File: config.mk
export PLATFORM = sky130hd
export DESIGN_NAME = mmio_uart_tx
export DESIGN_NICKNAME = d
export VERILOG_FILES = /design/src/rtl/mmio_pkg.sv /design/src/rtl/sync_fifo.sv /design/src/rtl/mmio_uart_tx.sv
export SDC_FILE = /design/constraint.sdc
export NUM_CORES = 1
export LEC_CHECK = 0
export CORE_ASPECT_RATIO = 1.4
export CORE_MARGIN = 4
export CORE_UTILIZATION = 59
export CTS_CLUSTER_SIZE = 14
export DETAILED_ROUTE_END_ITERATION = 7
export PLACE_DENSITY = 0.87
export SETUP_SLACK_MARGIN = 0.1
export SYNTH_ARGS = -nofsm -noshare
export SYNTH_HDL_FRONTEND = slang
export SYNTH_SLANG_ARGS = --single-unit
File: constraint.sdc
create_clock -name clk -period 5.3 [get_ports clk]
set_input_delay 1.06 -clock clk [delete_from_list [all_inputs] [get_ports clk]]
set_output_delay 1.06 -clock clk [all_outputs]
set_load 0.05 [all_outputs]
File: src/rtl/mmio_pkg.sv
`default_nettype none
// ----------------------------------------------------------------------
// mmio_pkg : register offsets, UART FSM encoding, status bit map. rev 1.0
// ----------------------------------------------------------------------
package mmio_pkg;

  localparam logic [31:0] UART_TXDATA = 32'd0;
  localparam logic [31:0] UART_STATUS = 32'd4;

  typedef logic [1:0] uart_state_t;

  localparam uart_state_t UART_IDLE  = 2'd0;
  localparam uart_state_t UART_START = 2'd1;
  localparam uart_state_t UART_DATA  = 2'd2;
  localparam uart_state_t UART_STOP  = 2'd3;

  localparam int ST_EMPTY     = 0;
  localparam int ST_FULL      = 1;
  localparam int ST_BUSY      = 2;
  localparam int ST_OVF       = 3;
  localparam int ST_COUNT_LSB = 8;

endpackage
`default_nettype wire

File: src/rtl/sync_fifo.sv
`default_nettype none
// ----------------------------------------------------------------------
// sync_fifo : show-ahead synchronous FIFO, wrap-bit pointers. rev 1.0
// ----------------------------------------------------------------------
module sync_fifo #(
  parameter int WIDTH      = 8,
  parameter int DEPTH_LOG2 = 4
) (
  input  logic                  clk,
  input  logic                  rst,
  input  logic                  push,
  input  logic [WIDTH-1:0]      push_data,
  input  logic                  pop,
  output logic [WIDTH-1:0]      pop_data,
  output logic                  full,
  output logic                  empty,
  output logic [DEPTH_LOG2:0]   count
);

  localparam int DEPTH = 1 << DEPTH_LOG2;
  localparam logic [DEPTH_LOG2:0] PTR_ONE = {{DEPTH_LOG2{1'b0}}, 1'b1};

  logic [WIDTH-1:0]    mem [DEPTH];
  logic [DEPTH_LOG2:0] wr_ptr;
  logic [DEPTH_LOG2:0] rd_ptr;
  logic                do_push;
  logic                do_pop;

  // Full/empty gate here so callers may present requests unconditionally.
  assign do_push = push && !full;
  assign do_pop  = pop && !empty;

  always_ff @(posedge clk) begin
    if (!rst) begin
      wr_ptr <= '0;
      rd_ptr <= '0;
    end else begin
      if (do_push) wr_ptr <= wr_ptr + PTR_ONE;
      if (do_pop)  rd_ptr <= rd_ptr + PTR_ONE;
    end
  end

  always_ff @(posedge clk) begin
    if (do_push) mem[wr_ptr[DEPTH_LOG2-1:0]] <= push_data;
  end

  assign pop_data = mem[rd_ptr[DEPTH_LOG2-1:0]];
  assign count    = wr_ptr - rd_ptr;
  assign empty    = (wr_ptr == rd_ptr);
  assign full     = (wr_ptr[DEPTH_LOG2] != rd_ptr[DEPTH_LOG2]) &&
                    (wr_ptr[DEPTH_LOG2-1:0] == rd_ptr[DEPTH_LOG2-1:0]);

endmodule
`default_nettype wire

File: src/rtl/mmio_uart_tx.sv
`default_nettype none
// ----------------------------------------------------------------------
// mmio_uart_tx : MMIO 8N1 UART transmitter with TX byte FIFO. rev 1.0
// ----------------------------------------------------------------------
module mmio_uart_tx
  import mmio_pkg::*;
#(
  parameter logic [31:0] BASE       = 32'hf0000100,
  parameter int          DIV        = 868,
  parameter int          DEPTH_LOG2 = 4
) (
  input  logic        clk,
  input  logic        rst,
  input  logic        oe,
  input  logic [31:0] addr,
  input  logic [31:0] wdata,
  input  logic [3:0]  we,
  output logic [31:0] rdata,
  output logic        ready,
  output logic        txd,
  output logic        busy
);

  localparam int CW = DEPTH_LOG2 + 1;
  localparam logic [15:0] DIV_M1 = 16'(DIV - 1);

  logic          is_write;
  logic          hit_data;
  logic          hit_status;
  logic          wr_data;
  logic          rd_data;
  logic          rd_status;

  logic          fifo_full;
  logic          fifo_empty;
  logic [CW-1:0] fifo_count;
  logic [CW-1:0] count_n;
  logic [7:0]    fifo_dout;
  logic          pop;

  logic          ovf;
  logic [8:0]    count_ext;
  logic [31:0]   status_word;

  uart_state_t   state;
  uart_state_t   state_n;
  logic [15:0]   cnt;
  logic [15:0]   cnt_n;
  logic [2:0]    idx;
  logic [2:0]    idx_n;
  logic [7:0]    shift;
  logic [7:0]    shift_n;

  logic          unused_bits;

  assign is_write   = |we;
  assign hit_data   = oe && (addr == BASE + UART_TXDATA);
  assign hit_status = oe && (addr == BASE + UART_STATUS);
  assign wr_data    = hit_data && is_write;
  assign rd_data    = hit_data && !is_write;
  assign rd_status  = hit_status && !is_write;

  sync_fifo #(
    .WIDTH      (8),
    .DEPTH_LOG2 (DEPTH_LOG2)
  ) u_fifo (
    .clk       (clk),
    .rst       (rst),
    .push      (wr_data),
    .push_data (wdata[7:0]),
    .pop       (pop),
    .pop_data  (fifo_dout),
    .full      (fifo_full),
    .empty     (fifo_empty),
    .count     (fifo_count)
  );

  assign count_ext   = 9'(fifo_count);
  assign unused_bits = &{1'b0, wdata[31:8], count_ext[8]};

  always_comb begin
    status_word                         = '0;
    status_word[ST_EMPTY]               = fifo_empty;
    status_word[ST_FULL]                = fifo_full;
    status_word[ST_BUSY]                = busy;
    status_word[ST_OVF]                 = ovf;
    status_word[ST_COUNT_LSB +: 8]      = count_ext[7:0];
  end

  // Occupancy after this edge, so busy can be registered without lag.
  assign count_n = fifo_count + CW'(wr_data && !fifo_full) - CW'(pop);

  always_ff @(posedge clk) begin
    if (!rst) begin
      ready <= 1'b0;
      rdata <= '0;
      ovf   <= 1'b0;
      busy  <= 1'b0;
    end else begin
      ready <= rd_data || rd_status;
      if (rd_status)
        rdata <= status_word;
      else if (rd_data)
        rdata <= {31'b0, !fifo_full};
      else
        rdata <= '0;
      // An overflow in the clearing cycle wins over the read-to-clear.
      ovf   <= (ovf && !rd_status) || (wr_data && fifo_full);
      busy  <= (state_n != UART_IDLE) || (count_n != '0);
    end
  end

  always_ff @(posedge clk) begin
    if (!rst) begin
      state <= UART_IDLE;
      cnt   <= '0;
      idx   <= '0;
      shift <= '0;
    end else begin
      state <= state_n;
      cnt   <= cnt_n;
      idx   <= idx_n;
      shift <= shift_n;
    end
  end

  always_comb begin
    state_n = state;
    cnt_n   = cnt;
    idx_n   = idx;
    shift_n = shift;
    pop     = 1'b0;
    case (state)
      UART_IDLE: begin
        if (!fifo_empty) begin
          pop     = 1'b1;
          shift_n = fifo_dout;
          cnt_n   = DIV_M1;
          state_n = UART_START;
        end
      end
      UART_START: begin
        if (cnt == '0) begin
          cnt_n   = DIV_M1;
          idx_n   = '0;
          state_n = UART_DATA;
        end else begin
          cnt_n = cnt - 16'd1;
        end
      end
      UART_DATA: begin
        if (cnt == '0) begin
          cnt_n   = DIV_M1;
          shift_n = {1'b0, shift[7:1]};
          idx_n   = idx + 3'd1;
          if (idx == 3'd7) state_n = UART_STOP;
        end else begin
          cnt_n = cnt - 16'd1;
        end
      end
      UART_STOP: begin
        if (cnt == '0) begin
          if (!fifo_empty) begin
            pop     = 1'b1;
            shift_n = fifo_dout;
            cnt_n   = DIV_M1;
            state_n = UART_START;
          end else begin
            cnt_n   = '0;
            state_n = UART_IDLE;
          end
        end else begin
          cnt_n = cnt - 16'd1;
        end
      end
      default: state_n = UART_IDLE;
    endcase
  end

  always_comb begin
    txd = 1'b1;
    case (state)
      UART_START: txd = 1'b0;
      UART_DATA:  txd = shift[0];
      default:    txd = 1'b1;
    endcase
  end

endmodule
`default_nettype wire

Yosys cells after proc, flatten, opt, wreduce, memory -nomap -nowiden

Memories as Yosys holds them, arrays and structs flattened. A register that Yosys moved wholly into a read port is not among the register bits.
Cells that the tools add are included.

Multiplexer cells: 29
Add/subtract/negate cells: 7
Equal/unequal tests: 13
Bitwise operators: 1
Reductions and logical operators: 28

Operator list:

| kind                    | count |
|---|---|
| $eq A32 B32 Y1 const B  | 2 |
| $mux W16                | 3 |
| $pmux W16 S3            | 1 |
| $mux W8                 | 3 |
| $pmux W8 S3             | 1 |
| $logic_not A16 Y1       | 1 |
| $sub A16 B1 Y16 const B | 1 |
| $mux W13                | 1 |
| $add A5 B1 Y5 const B   | 2 |
| $logic_and A1 B1 Y1     | 10 |
| $mux W10                | 1 |
| $mux W2                 | 5 |
| $mux W4                 | 2 |
| $ne A2 B2 Y1 const B    | 4 |
| $pmux W2 S4             | 1 |
| $mux W1                 | 6 |
| $mux W3                 | 2 |
| $pmux W3 S2             | 1 |
| $reduce_and A3 Y1       | 2 |
| $add A5 B1 Y5           | 1 |
| $eq A5 B5 Y1            | 1 |
| $reduce_bool A5 Y1      | 1 |
| $sub A5 B1 Y5           | 1 |
| $sub A5 B5 Y5           | 1 |
| 15 further kinds        | 24 |

Memory bits (writable): 128
Bits in registers: 74
Input bits: 71
Memories kept: 1

Memories:

| name       | words | width | read ports | clocked after memory_dff | wr ports | RTL line        | text |
|---|---|---|---|---|---|---|---|
| u_fifo.mem | 16    | 8     | 1          | 1                        | 1        | sync_fifo.sv:23 | `logic [WIDTH-1:0] mem [DEPTH];` |

Logic depth before layout (Yosys ltp)

Depth after elaboration: 8
Mapped depth: 18

Hierarchy

Synthesis repeated with hierarchy kept, for this count alone.

Cells, all modules: 589
Area total of the unflattened synthesis: 8,147.8 µm²

By module, submodules not included:

| module       | area an instance (µm²) | seq. area each (µm²) | cells each | times used |
|---|---|---|---|---|
| sync_fifo    | 5,693.0                | 4,124.0              | 304        | 1 |
| mmio_uart_tx | 2,454.9                | 820.8                | 285        | 1 |

Least setup slack after synthesis

OpenSTA, ideal clock, no wires.

Path type: input port to flip-flop
Start: input port addr[16]
End: register busy
Path slack: 1.318 ns
Data arrival time: 3.857 ns
Buffers on the path: 0
Setup time: 0.125 ns
Cell stages on the path: 15
Cell sequence: nor4_1 -> nand4_1 -> nor4_4 -> inv_1 -> ha_1 -> inv_1 -> ha_1 -> inv_1 -> fa_1 -> inv_1 -> a21o_1 -> a21oi_1 -> xnor2_1 -> xnor2_1 -> o41a_1

Word-level cells in the longest chain between the ends: 8

RTL lines:

| what                 | RTL line            | text |
|---|---|---|
| start, declared      | mmio_uart_tx.sv:15  | `input logic [31:0] addr,` |
| $eq A32 B32 Y1       | mmio_uart_tx.sv:57  | `assign hit_data = oe && (addr == BASE + UART_TXDATA);` |
| $logic_and A1 B1 Y1  | mmio_uart_tx.sv:57  |  |
| $logic_and A1 B1 Y1  | mmio_uart_tx.sv:59  | `assign wr_data = hit_data && is_write;` |
| $logic_and A1 B1 Y1  | mmio_uart_tx.sv:91  | `assign count_n = fifo_count + CW'(wr_data && !fifo_full) - CW'(pop);` |
| $add A5 B1 Y5        | mmio_uart_tx.sv:91  |  |
| $sub A5 B1 Y5        | mmio_uart_tx.sv:91  |  |
| $reduce_bool A5 Y1   | mmio_uart_tx.sv:109 | `busy <= (state_n != UART_IDLE) \|\| (count_n != '0);` |
| $logic_or A1 B1 Y1   | mmio_uart_tx.sv:109 |  |
| end signal, assigned | mmio_uart_tx.sv:109 |  |
| end, declared        | mmio_uart_tx.sv:21  | `output logic busy` |

Every way passes these cells.
A chain may end at the register's enable or synchronous reset.

Worst setup path in the final report

Start: input port addr[24]
End: register busy

The elaborated chain is that of the path after synthesis.

==> summary.md <==
| Metric | Value |
|---|---|
| Iteration-0 DRC count of the detailed router | `~380` |
| CTS hold repair buffers | `0` |
| Floorplan core area | `between 0.01 and 0.015 mm^2` |
| Routed wire per std cell | `between 20 and 25 um` |
| Most used flip-flop cell after synthesis | `edfxtp_1` |
| Synth Cell Area | `about 0.008 mm^2` |
| Source of the worst register-to-register timing path | `cnt[0]` |
| Final antenna-violating net count | `0` |
| Fraction of power consumed by sequential logic | `about 47%` |
| Master of the slowest instance on the critical path | `nor4_4` |
| Class of the most critical setup path | `input port to register` |
| Antenna Cells | `0` |
| H-Tree Level Count | `4` |
| Setup-violating endpoint count in the final report | `0` |
| Cell area after placement | `between 0.008 and 0.009 mm^2` |
| Routed length on met1 | `6.36 mm` |
| Reported net switching power | `~900 uW` |
| Fraction of layout instances using a drive strength above 1 | `between 10% and 20%` |
| Routed Wire Length | `17.2 mm` |
| Compound-Gate Fraction of Synth Area | `under 10%` |
| Pwr dens | `~360 mW/mm^2` |
| Worst IR Drop VDD | `~0.27 mV` |
| Filler Cell Count | `893` |
| Post-CTS repair timing setup buffer count | `0` |
| Total Routing Usage GR | `approximately 23%` |
| Logic gate share of total power | `15.8%` |
| Shortest clock period the worst path allows after layout | `between 4000 and 5000 ps` |
| Maximum cell stage delay along the critical path | `around 540 ps` |
| Worst Path Max Fanout | `8` |
| Number of clock buffers inserted by TritonCTS | `17` |
| Worst path buffer plus inverter count | `5` |
| Combinational family with the most area after synthesis | `simple AND/OR/NAND/NOR gates` |
| Overflow after GRT | `0` |
| Avg Synthesized Cell Area | `14.0 um^2` |
| Met2 Routed Length | `around 9.7 mm` |
| Count of yosys warnings during synthesis | `0` |
| Starting density of the core | `around 60%` |
| Die area | `between 0.015 and 0.02 mm^2` |
| Wire length of the first global-routing pass | `roughly 28 mm` |
| Netlist cell types | `60` |
| Max Freq | `roughly 230 MHz` |
| Remaining routing DRC violations | `0` |
| Master cell of the clock root buffer | `clkbuf_16` |
| Cell row count | `50` |
| Final Hold Vio Count | `0` |
| Xor and xnor fraction of the mapped netlist area | `~1.7%` |
| Floorplan die height | `between 100 and 150 um` |
| Number of enable-type register cells in the synthesized netlist | `~130` |
| Arrival time at the worst endpoint | `between 4000 and 5000 ps` |
| Internal power contribution | `2460 uW` |
| Clock latency of the later-clocked register in the worst-skew pair | `between 400 and 500 ps` |
| Clk buf depth | `2` |
| Hold Crit Class | `register to register` |
| Number of storage elements in the synthesis netlist | `approximately 180` |
| Worst-case hold slack | `481 ps` |
| DR vias | `between 4,000 and 5,000` |
| Post-synthesis share of cell area spent on and, or, nand and nor gates | `between 10% and 20%` |
| Worst hold path startpoint | `ovf` |
| CTS tree | `done` |
| Antenna violations before repair | `0` |
| Met3 Routed Length | `roughly 740 um` |
| Final-layout setup total negative slack | `0 ps` |
| Switching share of total power | `about 27%` |
| Die X | `107 um` |
| Share of cell area taken by muxes after synthesis | `between 10% and 20%` |
| Clock slew at the register clock pins of the worst setup and hold paths | `about 70 ps` |
| Post-synthesis to final-layout area growth | `15.8%` |
| Synthesized instance count | `slightly below 600` |
| Kind of cell adding the most delay to the critical path | `simple AND/OR/NAND/NOR gates` |
| Worst Clk Skew | `approximately 11 ps` |
| Start point of the critical path | `addr[24]` |
| Average vias per placed instance | `between 5 and 6` |
| LEAKAGE | `between 0.003 and 0.004 uW` |
| Result of the run | `completed` |
| Clock Power Share | `between 30% and 40%` |
| Dpl hpwl | `11.4 mm` |
| Kind of end point of the critical path | `register` |
| Crit-path cells | `clkdlybuf4s50_1 > nor4b_2 > nand4_1 > nor4_4 > inv_1 > ha_1 > inv_1 > ha_1 > inv_1 > fa_1 > inv_1 > a21o_1 > a21oi_1 > xnor2_1 > xnor2_1 > o41a_1` |
| Final count of pins violating max slew | `0` |
| # port buffers | `a little under 60` |
| Top routing layer in use | `met4` |
| Fraction of the mapped netlist area in adder cells | `under 10%` |
| Share of flip-flops with an asynchronous set or reset after synthesis | `0%` |
| Nets@finish | `~740` |
| Design area | `around 0.0094 mm^2` |
| Number of gates resized after CTS | `0` |
| Weighted congestion reported at the end of routability-driven placement | `0.886` |
| Unrepaired setup endpoints after global routing | `false` |
| Fraction of the yosys area taken by sequential cells | `approximately three fifths` |
| Number of maximum-capacitance violations | `0` |
| Period utilization | `between 80% and 90%` |
| DR pass1 iterations | `5` |
| Largest net degree at the start of global routing | `34` |
| Crit start category | `input port` |
| Transition time of the tightest slew-check pin | `1010 ps` |
| Worst relative slew slack | `32.6%` |
| Number of global-route vias before repair | `5,284` |
| TritonCTS sink count | `between 150 and 200` |
| Required arrival time at the worst endpoint | `approximately 5600 ps` |
| Io pins | `roughly 110` |
| Cell with the most instances on the worst path | `inv_1` |
## synth_stat cells, types with 13 or more instances
library cell / count / area (um^2)
buf_4: 25 / 188
nand2_1: 19 / 71.3
inv_1: 24 / 90.1
a211oi_1: 17 / 128
mux4_2: 32 / 721
edfxtp_1: 128 / 3840
a21oi_1: 17 / 85.1
ha_1: 22 / 275
dfxtp_1: 55 / 1100
and2_1: 13 / 81.3
nor2_1: 44 / 165
## worst register-to-register path: stages, from the launching register on
cell	delay, ps
dfxtp_1	340
inv_1	70
ha_1	170
nor3b_2	420
and4_1	520
a21oi_2	170
nor3_2	350
ha_1	300
inv_1	60
ha_1	160
inv_1	60
fa_1	400
inv_1	70
a21o_1	100
a21oi_1	70
xnor2_1	150
xnor2_1	150
o41a_1	440
## sequential cells by signal (all words and copies together), names as in the netlist, named ones only
signal and cells:
busy 1, shift 8, u_fifo.wr_ptr 5, u_fifo.rd_ptr 5
state 2, cnt 16, idx 3, rdata 9
ready 1, u_fifo.mem 128, ovf 1
## power groups by stage
stage	Sequential [uW]	Combinational [uW]	Clock (uW)
global placement	1600	499	0
detailed placement	1600	519	0
finish	1570	531	1260
global route	1570	581	1340
floorplan	1600	418	0
CTS	1570	527	1280
## per-stage QoR
| stage | cells | worst slack [ps] | total power, uW | util [%] |
|---|---|---|---|---|
| 6_report | 834 | 917 | 3360 | 69.7 |
| 3_3_place_gp | 803 | 611 | 2100 | 65.3 |
| 5_1_grt | 834 | 721 | 3500 | 69.7 |
| 3_5_place_dp | 803 | 536 | 2120 | 65.3 |
| 4_1_cts | 834 | 919 | 3370 | 69.7 |
| 2_1_floorplan | 599 | 1320 | 2020 | - |
## logic make-up (layout without fill, tap and decap cells)
kind of cell,count (synthesis),in the layout
mux,43,43
fa+ha+maj,24,24
flops,183,183
buf+inv,69,122
simple gates,156,156
other cells,1,23
xor+xnor,16,16
compound gates,85,85
## final cells by class
cell class	count	area, um^2	area share (%)
timing repair buffer	67	648	6.91
inverter	24	90.1	0.960
tap	182	228	2.43
clock buffer	17	425	4.53
multi-input combinational	347	2880	30.6
sequential	183	4950	52.7
clock inverter	14	169	1.80
## metal layers
layer	vias up	track usage, %
li1	2283	-
met4	0	10.2
met3	38	4.02
met2	176	41.4
met5	-	0
met1	2463	26.9
## layout by cell type, fill, tap and decap left out, drive strengths merged, types with 4 or more instances in the layout
cell type,instances
edfxtp,128
mux4,32
a211oi,17
and3,4
o211a,4
a21o,4
clkbuf,17
xor2,6
mux2i,10
nor3,13
xnor2,10
o21ai,10
nor4,14
nand2,20
ha,22
dfxtp,55
and2,13
buf,9
a21boi,5
nand4,6
clkinv,6
nor2,44
a21oi,19
inv,29
nor2b,11
a221o,8
nand3,11
nor4b,4
or3,4
conb,23
clkdlybuf4s50,58
## final timing paths
path	slack (ps)	depth (start not counted)	end
worst max-delay path	920	16	busy
worst min-delay path	480	2	rdata[3]
worst max register to register	1170	17	busy
worst min register to register	480	2	rdata[3]
Note: power is estimated with default switching activity, not from simulation.
==> edit 1 (same settings) <==
`DEPTH_LOG2` is set to 4 in 2 places; all go to 5.
--- a/src/rtl/sync_fifo.sv
+++ b/src/rtl/sync_fifo.sv
@@ -4,7 +4,7 @@
 // ----------------------------------------------------------------------
 module sync_fifo #(
   parameter int WIDTH      = 8,
-  parameter int DEPTH_LOG2 = 4
+  parameter int DEPTH_LOG2 = 5
 ) (
   input  logic                  clk,
   input  logic                  rst,
--- a/src/rtl/mmio_uart_tx.sv
+++ b/src/rtl/mmio_uart_tx.sv
@@ -7,7 +7,7 @@
 #(
   parameter logic [31:0] BASE       = 32'hf0000100,
   parameter int          DIV        = 868,
-  parameter int          DEPTH_LOG2 = 4
+  parameter int          DEPTH_LOG2 = 5
 ) (
   input  logic        clk,
   input  logic        rst,
Behaviour: no difference found for any inputs over 10 cycles, from zero or initial values and one cycle with rst low; that may be too few to reach the edited logic, so the function may still have changed.
==> edit 1 against the original RTL <==
- global-route usage shrank 0.32 points
- clock skew grew 0.0089 ns
- sequential cell count grew 132
- final area grew 59%
- routed wire length grew 60%
- register-to-register slack gained 0.15 ns
- clock power grew 55%
- fmax grew 10%
- power grew 63%
- worst setup slack gained 0.41 ns
- count of clock-buffer cells in the layout grew 18
- synthesized area grew 64%
- worst hold slack lost 0.026 ns
- critical endpoint unchanged
==> edit 1: results (changes against the original RTL) <==
[run_status]
outcome=complete, no violations  ; unchanged

[logic_synthesis]
synthMuxAreaShare=0.136  ; was 0.103
ys_types=61  ; was 60
synth.avg_cell_area_um2=16.4  ; was 14.0 µm²
synth_fa_ha_area_frac=0.0266  ; was 0.0389
yosys-top-cells-area=edfxtp_1 (58%), mux4_2 (13%), dfxtp_1 (8.9%)  ; was edfxtp_1 (47%), dfxtp_1 (14%), mux4_2 (8.9%)
synth_common_cells=edfxtp_1 (256), mux4_2 (78), nor2_1 (78)  ; was edfxtp_1 (128), dfxtp_1 (55), nor2_1 (44)
synth-xor-area-share=0.0124  ; was 0.0173
synth_edf_count=256  ; was 128
yosysSeqAreaShare=0.668  ; was 0.610

[clock_tree]
clockBufferDepth=3  ; was 2
worstSkewPairLatency_ns=0.55  ; was 0.42 ns
cts_buffers=29  ; was 17
htree_levels=1  ; was 4

[pwr]
leakagePower_nw=4.77  ; was 3.18 nW
ir_worst_vdd_uv=312  ; was 275 µV

[detailed_routing]
drt_pass1_iterations=6  ; was 5
avgRoutedWirePerCell_um=23.2  ; was 20.7 µm
drtIter0Drc=640  ; was 375

[critical_path]
rrSetupSlack_ns=1.32  ; was 1.17 ns
critical_path.max_fanout=11  ; was 8
critical_path_class=register to register  ; was primary input to register
crit_start=cnt[0]  ; was addr[24]
slowest_delay_ns=0.49  ; was 0.54 ns
worstPathArrival_ns=4.42  ; was 4.68 ns
cpMaxStageDelayCell=and4_1  ; was nor4_4

[placement]
dp_slack_ns=0.751  ; was 0.536 ns
dpl-instance-area_um2=14100  ; was 8790 µm²
place.gp.congestion=0.849  ; was 0.886
dp_cells=1140  ; was 803
dp_hpwl_mm=18.0  ; was 11.4 mm
portBuffers=59  ; was 58

[finish]
largest_register_ffs=256  ; was 128
nNetsFinal=972  ; was 735
fillers=1431  ; was 893
layoutNonFillerInstCount=1190  ; was 834
drive_gt1_frac=0.152  ; was 0.137

[global_routing]
grt_usage=0.228  ; was 0.232
grt_pass1_vias=7587  ; was 5284
grt_pass1_wl_mm=43.3  ; was 27.8 mm

[timing]
fin_worst_skew_ns=0.0194  ; was 0.0105 ns
fin_crit_sh=0.750  ; was 0.827
maxSlewHeadroom=0.170  ; was 0.326

==> edit 1: area by class of cell <==
| type | count | area share |
|---|---|---|
| Multi-Input combinational cell | 436 | 0.273 |
| Timing Repair Buffer | 64 | 0.0421 |
| Clock buffer | 35 | 0.0501 |
| Clock inverter | 15 | 0.00838 |
| Inverter | 28 | 0.00704 |
| Sequential cell | 315 | 0.595 |
| Tap cell | 297 | 0.0249 |
==> edit 1: power breakdown <==
group | total [W] | leakage [nW] | internal (W) | switching (W)
Combinational | 0.000789 | 1.57 | 0.000269 | 0.000520
Sequential | 0.00275 | 2.78 | 0.00271 | 0.0000397
Clock | 0.00195 | 0.423 | 0.00110 | 0.000857
==> edit 1: cells by family after synthesis <==
logic type / count (synthesis)
other cells: 1
simple gates: 200
mux: 83
xor+xnor: 18
flops: 315
buf+inv: 81
fa+ha+maj: 27
compound gates: 86
==> edit 1: worst max-delay path, delay by kind of cell, from the launching register on <==
family / cells / cell delay, ns
adder cells (fa/ha/maj): 4 / 1.05
AND/OR/NAND/NOR: 5 / 1.39
flip-flops: 1 / 0.34
buffers and inverters: 3 / 0.21
AO/OA/AOI/OAI: 4 / 0.83
XOR/XNOR: 1 / 0.06
==> edit 1: worst min path at each step <==
stage | endpoint | slack [ns]
2_1_floorplan | rdata[3] | 0.43
3_3_place_gp | rdata[3] | 0.44
3_5_place_dp | rdata[3] | 0.45
4_1_cts | rdata[3] | 0.46
5_1_grt | idx[1] | 0.49
6_report | rdata[3] | 0.45
==> edit 1: layer usage <==
layer / vias to the layer above / routed length (µm) / track usage
met5: - / 0 / 0
met4: 0 / 1120 / 0.0876
met3: 68 / 1700 / 0.0274
met2: 309 / 14900 / 0.415
met1: 3693 / 9930 / 0.280
li1: 3275 / - / -
==> edit 2 (config.mk and constraints unchanged) <==
Made on the original files. `shift` no longer has a reset.
--- a/src/rtl/mmio_uart_tx.sv
+++ b/src/rtl/mmio_uart_tx.sv
@@ -115,13 +115,15 @@
       state <= UART_IDLE;
       cnt   <= '0;
       idx   <= '0;
-      shift <= '0;
     end else begin
       state <= state_n;
       cnt   <= cnt_n;
       idx   <= idx_n;
-      shift <= shift_n;
     end
+  end
+
+  always_ff @(posedge clk) begin
+    shift <= shift_n;
   end
 
   always_comb begin
Check against the original RTL: same outputs for any inputs over 10 cycles, from zero or initial values and one cycle with rst low; that may be too few to reach the edited logic, so the function may still have changed.
==> edit 2 against the original RTL <==
- sequential share of layout area grew 0.065 points
- die area grew 2.2%
- routed wire length grew 5.4%
- final area grew 1.5%
- synthesized area grew 2.4%
- sequential cell count is the same
- synthesized cell count shrank 1.6%
- cell count shrank 0.84%
- worst setup slack lost 0.073 ns
- critical path depth shrank 1
- global-route usage grew 0.79 points
Power is not compared: it rests on default switching activity, and its combinational part moved more than twofold at a synthesized area within 25%.
==> edit 2: results (changes against the original RTL) <==
[critical_path]
rr_worst_depth=15  ; was 17
rrSetupSlack_ns=1.11  ; was 1.17 ns
worstPathArrival_ns=4.73  ; was 4.68 ns
slowest_delay_ns=0.50  ; was 0.54 ns
cpMaxStageDelayCell=a2111oi_0  ; was nor4_4
regToRegStartpoint=u_fifo.wr_ptr[3]  ; was cnt[0]
critical_path.max_fanout=7  ; was 8
critPathTopFamily=simple AND/OR/NAND/NOR gates  ; unchanged

[timing]
tightestPinTransition_ns=1.07  ; was 1.01 ns
worst_hold_slack_ns=0.485  ; was 0.481 ns
fin_worst_skew_ns=0.0106  ; was 0.0105 ns
fmax_mhz=224  ; was 228 MHz

[global_routing]
grt_pass1_vias=5262  ; was 5284
grt_usage=0.240  ; was 0.232
use_met3=0.0443  ; was 0.0402
use_met1=0.270  ; was 0.269
grt_pass1_wl_mm=28.6  ; was 27.8 mm
grt_util_met2=0.447  ; was 0.414
grt_max_degree=33  ; was 34

[placement]
dp_hpwl_mm=12.1  ; was 11.4 mm
dp_slack_ns=0.405  ; was 0.536 ns
place.gp.congestion=0.868  ; was 0.886
dpl-instance-area_um2=8910  ; was 8790 µm²
dp_cells=795  ; was 803

[logic_synthesis]
syn_inst=568  ; was 577
ys_types=66  ; was 60
yosysSeqAreaShare=0.606  ; was 0.610
synth_edf_count=136  ; was 128
yosys-top-cells-area=edfxtp_1 (49%), dfxtp_1 (11%), mux4_2 (6.2%)  ; was edfxtp_1 (47%), dfxtp_1 (14%), mux4_2 (8.9%)
synth_common_cells=edfxtp_1 (136), dfxtp_1 (47), nor2_1 (46)  ; was edfxtp_1 (128), dfxtp_1 (55), nor2_1 (44)

[run_status]
outcome=complete, no violations  ; unchanged

[detailed_routing]
met1_length_mm=6.52  ; was 6.36 mm
drt_pass1_iterations=6  ; was 5
wl_met2_mm=10.3  ; was 9.67 mm
wl_met3_um=850  ; was 744 µm
top_layer=met4  ; unchanged
drtIter0Drc=351  ; was 375
drt_wl_total_mm=18.2  ; was 17.2 mm
num_vias=5054  ; was 4960

[finish]
nNetsFinal=724  ; was 735
fillers=891  ; was 893
drive_gt1_frac=0.125  ; was 0.137
layoutNonFillerInstCount=827  ; was 834

[worst_hold_path]
holdPathEnd=idx[1]  ; was rdata[3]
min_from=idx[1]  ; was ovf

[pwr]
total_power_w=0.00439

## edit 2: changes by cell type after synthesis, moves of 8 or more
| cell | change |
|---|---|
| edfxtp_1 | +8 |
| mux4_1 | +17 |
| dfxtp_1 | -8 |
| mux4_2 | -9 |
| a211oi_1 | -14 |
| nor2b_1 | -9 |
| nand2_1 | +10 |
| and2_1 | -13 |
## edit 2: layout make-up
type	count	area (µm²)	share of cell area
clock buffer	17	425	0.0447
clock inverter	15	188	0.0197
inverter	21	78.8	0.00828
multi-input combinational	343	2950	0.310
sequential	183	5030	0.528
tap	185	231	0.0243
timing repair buffer	63	618	0.0649
## edit 2: logic make-up (layout without fill, tap and decap cells)
kind of cell	Yosys count	after routing	synth area share
other	1	23	0.000452
muxes	44	44	0.121
buffers and inverters	64	116	0.0483
AOI/OAI and AO/OA	77	77	0.0647
and+or+nand+nor	159	159	0.104
xor gates and xnor gates	16	16	0.0178
adders and majority gates	24	24	0.0380
DFF	183	183	0.606
